`src/rtl/regfile_scoreboard_if.sv`:
```
// Bundle of writeback, issue and read-port signals between ID/WB and the register file.
// The master side (ID/WB stages) drives addresses and data; the register file is the slave.
interface regfile_scoreboard_if #(
   parameter int DATA_W = 32,
   parameter int ADDR_W = 5,
   parameter int NUM_RD = 2
);
   logic                     wr_en;
   logic [ADDR_W-1:0]        wr_addr;
   logic [DATA_W-1:0]        wr_data;
   logic                     iss_en;
   logic [ADDR_W-1:0]        iss_addr;
   logic [NUM_RD*ADDR_W-1:0] rd_addr;
   logic [NUM_RD*DATA_W-1:0] rd_data;
   logic [NUM_RD-1:0]        rd_busy;
   logic [ADDR_W:0]          pend_cnt;

   // No valid/ready handshake: wr_en and iss_en are single-cycle strobes sampled
   // on the rising edge, and the read ports are purely combinational lookups.
   modport master (
      output wr_en, wr_addr, wr_data, iss_en, iss_addr, rd_addr,
      input  rd_data, rd_busy, pend_cnt
   );

   modport slave (
      input  wr_en, wr_addr, wr_data, iss_en, iss_addr, rd_addr,
      output rd_data, rd_busy, pend_cnt
   );
endinterface

```
`src/rtl/regfile_scoreboard.sv`:
```
// Multi-read-port register file (r0 hardwired to zero) with a per-register pending scoreboard.
// Optional macro RF_BYPASS_EN forwards the same-cycle writeback value to matching read ports.
module regfile_scoreboard #(
   parameter int DATA_W = 32,
   parameter int ADDR_W = 5,
   parameter int NUM_RD = 2
) (
   input  logic                  clk,
   input  logic                  reset,
   regfile_scoreboard_if.slave   bus
);
   localparam int DEPTH = 1 << ADDR_W;

   logic [DATA_W-1:0]        mem_q [DEPTH];
   logic [DEPTH-1:0]         pending_q, pending_d;
   logic [ADDR_W:0]          pend_cnt_q, pend_cnt_d;
   logic                     set_hit, clr_hit, wr_hit;
   logic [ADDR_W-1:0]        ra;
   logic [NUM_RD*DATA_W-1:0] rd_data_c;
   logic [NUM_RD-1:0]        rd_busy_c;

   assign wr_hit  = bus.wr_en && (bus.wr_addr != '0);
   assign set_hit = bus.iss_en && (bus.iss_addr != '0);
   // A same-edge issue to the written register wins: a new producer is in flight.
   assign clr_hit = wr_hit && !(set_hit && (bus.iss_addr == bus.wr_addr));

   always_comb begin
      pending_d = pending_q;
      if (clr_hit) pending_d[bus.wr_addr] = 1'b0;
      if (set_hit) pending_d[bus.iss_addr] = 1'b1;
      pend_cnt_d = pend_cnt_q
                 + (ADDR_W+1)'(set_hit && !pending_q[bus.iss_addr])
                 - (ADDR_W+1)'(clr_hit && pending_q[bus.wr_addr]);
   end

   always_ff @(posedge clk or posedge reset) begin
      if (reset) begin
         pending_q  <= '0;
         pend_cnt_q <= '0;
      end else begin
         pending_q  <= pending_d;
         pend_cnt_q <= pend_cnt_d;
      end
   end

   always_ff @(posedge clk or posedge reset) begin
      if (reset) begin
         for (int i = 0; i < DEPTH; i++) mem_q[i] <= '0;
      end else if (wr_hit) begin
         mem_q[bus.wr_addr] <= bus.wr_data;
      end
   end

   always_comb begin
      rd_data_c = '0;
      rd_busy_c = '0;
      ra        = '0;
      for (int p = 0; p < NUM_RD; p++) begin
         ra = bus.rd_addr[p*ADDR_W +: ADDR_W];
         if (!reset && (ra != '0)) begin
            rd_data_c[p*DATA_W +: DATA_W] = mem_q[ra];
            rd_busy_c[p]                  = pending_q[ra];
`ifdef RF_BYPASS_EN
            // Forward WB data; busy clears unless the same register is being reissued.
            if (wr_hit && (ra == bus.wr_addr)) begin
               rd_data_c[p*DATA_W +: DATA_W] = bus.wr_data;
               if (!(set_hit && (bus.iss_addr == bus.wr_addr))) rd_busy_c[p] = 1'b0;
            end
`else
            // Without forwarding, the WB value appears the cycle after the write edge.
`endif
         end
      end
   end

   assign bus.rd_data  = rd_data_c;
   assign bus.rd_busy  = rd_busy_c;
   assign bus.pend_cnt = pend_cnt_q;
endmodule
```
`src/flat_wrapper.sv`:
```
// flat-port wrapper written by rule: the top's interface ports become plain ports
module regfile_scoreboard_flat 
#(
   parameter int DATA_W = 32,
   parameter int ADDR_W = 5,
   parameter int NUM_RD = 2
)
  (clk, reset, bus_wr_en, bus_wr_addr, bus_wr_data, bus_iss_en, bus_iss_addr, bus_rd_addr, bus_rd_data, bus_rd_busy, bus_pend_cnt);
  regfile_scoreboard_if #(.DATA_W(DATA_W), .ADDR_W(ADDR_W), .NUM_RD(NUM_RD)) bus_i ();
  input  logic clk;
  input  logic reset;
  input wire logic [$bits(bus_i.wr_en)-1:0] bus_wr_en;
  input wire logic [$bits(bus_i.wr_addr)-1:0] bus_wr_addr;
  input wire logic [$bits(bus_i.wr_data)-1:0] bus_wr_data;
  input wire logic [$bits(bus_i.iss_en)-1:0] bus_iss_en;
  input wire logic [$bits(bus_i.iss_addr)-1:0] bus_iss_addr;
  input wire logic [$bits(bus_i.rd_addr)-1:0] bus_rd_addr;
  output wire logic [$bits(bus_i.rd_data)-1:0] bus_rd_data;
  output wire logic [$bits(bus_i.rd_busy)-1:0] bus_rd_busy;
  output wire logic [$bits(bus_i.pend_cnt)-1:0] bus_pend_cnt;
  assign bus_i.wr_en = bus_wr_en;
  assign bus_i.wr_addr = bus_wr_addr;
  assign bus_i.wr_data = bus_wr_data;
  assign bus_i.iss_en = bus_iss_en;
  assign bus_i.iss_addr = bus_iss_addr;
  assign bus_i.rd_addr = bus_rd_addr;
  assign bus_rd_data = bus_i.rd_data;
  assign bus_rd_busy = bus_i.rd_busy;
  assign bus_pend_cnt = bus_i.pend_cnt;
  regfile_scoreboard #(.DATA_W(DATA_W), .ADDR_W(ADDR_W), .NUM_RD(NUM_RD)) u_core (.clk(clk), .reset(reset), .bus(bus_i));
endmodule
```
`config.mk`:
```
export PLATFORM = sky130hd
export DESIGN_NAME = regfile_scoreboard_flat
export DESIGN_NICKNAME = d
export VERILOG_FILES = /design/src/rtl/regfile_scoreboard_if.sv /design/src/rtl/regfile_scoreboard.sv /design/src/flat_wrapper.sv
export SDC_FILE = /design/constraint.sdc
export NUM_CORES = 2
export LEC_CHECK = 0
export BUFFER_PORTS_ARGS = -buffer_cell sky130_fd_sc_hd__buf_2
export CAP_MARGIN = 15
export CORE_UTILIZATION = 30
export DETAILED_ROUTE_END_ITERATION = 10
export PLACE_DENSITY_LB_ADDON = 0.3
export SYNTH_ARGS = -nofsm -noshare
export SYNTH_HDL_FRONTEND = slang
export SYNTH_SLANG_ARGS = --single-unit
```
`constraint.sdc`:
```
create_clock -name clk -period 63.8 [get_ports clk]
set_input_delay 3.19 -clock clk [delete_from_list [all_inputs] [get_ports clk]]
set_output_delay 3.19 -clock clk [all_outputs]
set_load 0.005 [all_outputs]
```
==> results.tsv <==
metric	value	unit
arrival	7.13	ns
grt_use_total	0.199	
clk_pin_slew	0.06	ns
grt_pass1_vias	37823	
relSlewSlack	0.180	
synth-async-reset-ratio	1.00	
maxCapViolCount	0	
critPathLaunch	bus_rd_addr[1]	
ys_types	60	
synthTopCellsByCount	dfrtp_1 (1062), mux2_2 (881), mux4_2 (438)	
wl_per_cell	30.6	µm
layout.nets	3879	
required	60.61	ns
cts_tree	built	
synth-edff-count	0	
finalCritPeriodShare	0.162	
fin_setup_tns	0	ns
cts.path.max_buffers	3	
die_area	196000	µm²
start_util	0.302	
ctsHoldBuffers	0	
dr_total_vias	36405	
crit_type	primary input to primary output	
ant_nets	0	
yosysMostFrequentCell	dfrtp_1	
synth_ff_type	dfrtp_1	
clock-sinks	1062	
synth_seq_area_share	0.455	
min_from	u_core.mem_q[1012]	
totalWireLength	197	mm
status	finished, final reports clean	
min_period	10.32	ns
worstHoldPathType	register to register	
netlist_area	58400	µm²
grt_pass1_wl	285	mm
path_max_fanout	66	
synth_area_leaders	dfrtp_1 (46%), mux2_2 (17%), mux4_2 (17%)	
hold_violations	0	
drt_iter0_markers	3093	
cts_root_buffer	clkbuf_16	
cp-start-kind	primary input	
post-place-ws	53.51	ns
numCtsBuffers	110	
port_buffers	127	
avgSynthCellArea	14.8	µm²
yosysTopAreaCell	dfrtp_1	
core.rowCount	161	
clkLatencyLatePin	0.74	ns
dp_hpwl	110	mm
ir_drop	0.0249	mV
crit_chain	buf_8, buf_4, buf_4, mux4_2, mux2_2, nand2_1, nand4_1, buf_2	
die_w	443	µm
cpPeakStageDelay	0.85	ns
totalPowerFinal	2.01	mW
end_kind	primary output	
drive_gt1_frac	0.486	
setup_viol	0	
synth_top_area_share	0.455	
crit_slowest_cell	buf_4	
grt_setup_unrepaired	false	
drt_first_pass_iters	5	
timing.critical_path.mode_cell	buf_4	
syn-num-nets	4013	
n_fill_cell	18701	
io_pins	128	
grt-ovfl-total	0	
antenna_found_initial	25	
layout_setup_ws	53.48	ns
p_leak	28.8	nW
area_growth	11.0	%
cts-htree-levels	3	
reg2reg_from	u_core.pending_q[22]	
ys_warn_count	0	
synthCells	3950	
die_h	443	µm
core	193000	µm²
drc_errors	0	
tightestPinTransition	1.23	ns
synth-seq-cells	1062	
grt_max_degree	178	
ctsResizeCount	0	
viasPerCell	5.65	
finalClockSkew	0.0324	ns
drv_slew	0	
cts_setup_buffers	0	
power_density	31.1	nW/µm²
clock.fmax	96.9	MHz
gp_congestion	0.818	
[layout by cell type (no fill, tap or decap), types with 12 or more instances in the layout]
cell type  Yosys  routed
clkbuf_8       0      29
o21ai_0       15      15
nand2_1       85      75
clkbuf_16      0     110
o22a_1        23      23
a21o_1        27      27
o221ai_1      23      23
mux2_4       140     140
mux2_2       881     881
nor2_4         0      12
buf_2        186     121
buf_4         17      73
clkbuf_1     200      24
o22ai_1       25      25
inv_1         14      13
a22o_1        27      27
o21bai_1      19      19
mux2i_1      418     418
dfrtp_1     1062    1062
a21oi_1       34      34
mux4_2       438     438
a22oi_1       72      72
nand3_1       47      46
clkinv_2       0      20
nor2_1        31      17
[sequential cells by signal (all words and copies together), names as in the netlist]
register,flops
u_core.mem_q,1024
u_core.pending_q,32
u_core.bus.pend_cnt,6
[final timing paths]
| path | endpoint | slack [ns] | cells past startpoint |
|---|---|---|---|
| min in group asynchronous | u_core.mem_q[489] | 2.81 | 2 |
| min | u_core.mem_q[1012] | 0.40 | 0 |
| min reg2reg | u_core.mem_q[1012] | 0.40 | 0 |
| max | bus_rd_data[9] | 53.48 | 8 |
| max reg2reg | u_core.bus.pend_cnt[5] | 60.38 | 11 |
| max in group asynchronous | u_core.mem_q[516] | 58.00 | 5 |
[stage by stage]
stage | area (µm²) | utilization | hold slack (ns) | cells
6_report | 64800 | 0.336 | 0.396 | 6439
5_1_grt | 64800 | 0.336 | 0.406 | 6437
4_1_cts | 64800 | 0.336 | 0.398 | 6433
3_5_place_dp | 61000 | 0.316 | 0.382 | 6230
3_3_place_gp | 61000 | 0.316 | 0.376 | 6229
2_1_floorplan | 58400 | - | 0.441 | 3950
[critical path: cells and delay by family]
kind          cells  cell delay, ns
buf+inv           4            2.34
mux               2            0.89
simple gates      2            0.53
[cell type report]
type,instances,area (µm²),share of cell area
Antenna cell,6,15.0,0.000232
Tap cell,2526,3160,0.0488
Inverter,14,60.1,0.000927
Timing Repair Buffer,203,1310,0.0202
Clock inverter,40,527,0.00813
Multi-Input combinational cell,2425,29900,0.461
Clock buffer,163,3240,0.0500
Sequential cell,1062,26600,0.410
[logic make-up after synthesis]
group | after synthesis | share of synthesized area
multiplexers | 1880 | 0.447
flip-flops | 1062 | 0.455
buffers and inverters | 463 | 0.0373
AO/OA/AOI/OAI | 287 | 0.0365
AND/OR/NAND/NOR | 242 | 0.0206
XOR/XNOR | 9 | 0.00135
adder cells (fa/ha/maj) | 7 | 0.00163
[where the power goes]
group | internal [mW] | switching [mW] | total, mW
logic | 0.254 | 0.174 | 0.428
clock network | 0.392 | 0.289 | 0.681
registers | 0.804 | 0.102 | 0.906
[routing by layer]
layer / GRT usage / up-vias / part of all wire
li1: - / 14847 / -
met1: 0.256 / 20067 / 0.41
met2: 0.330 / 1115 / 0.49
met3: 0.0297 / 362 / 0.053
met4: 0.0863 / 14 / 0.043
met5: 0 / - / 0.00043
Power figures use the tool's default switching activity.
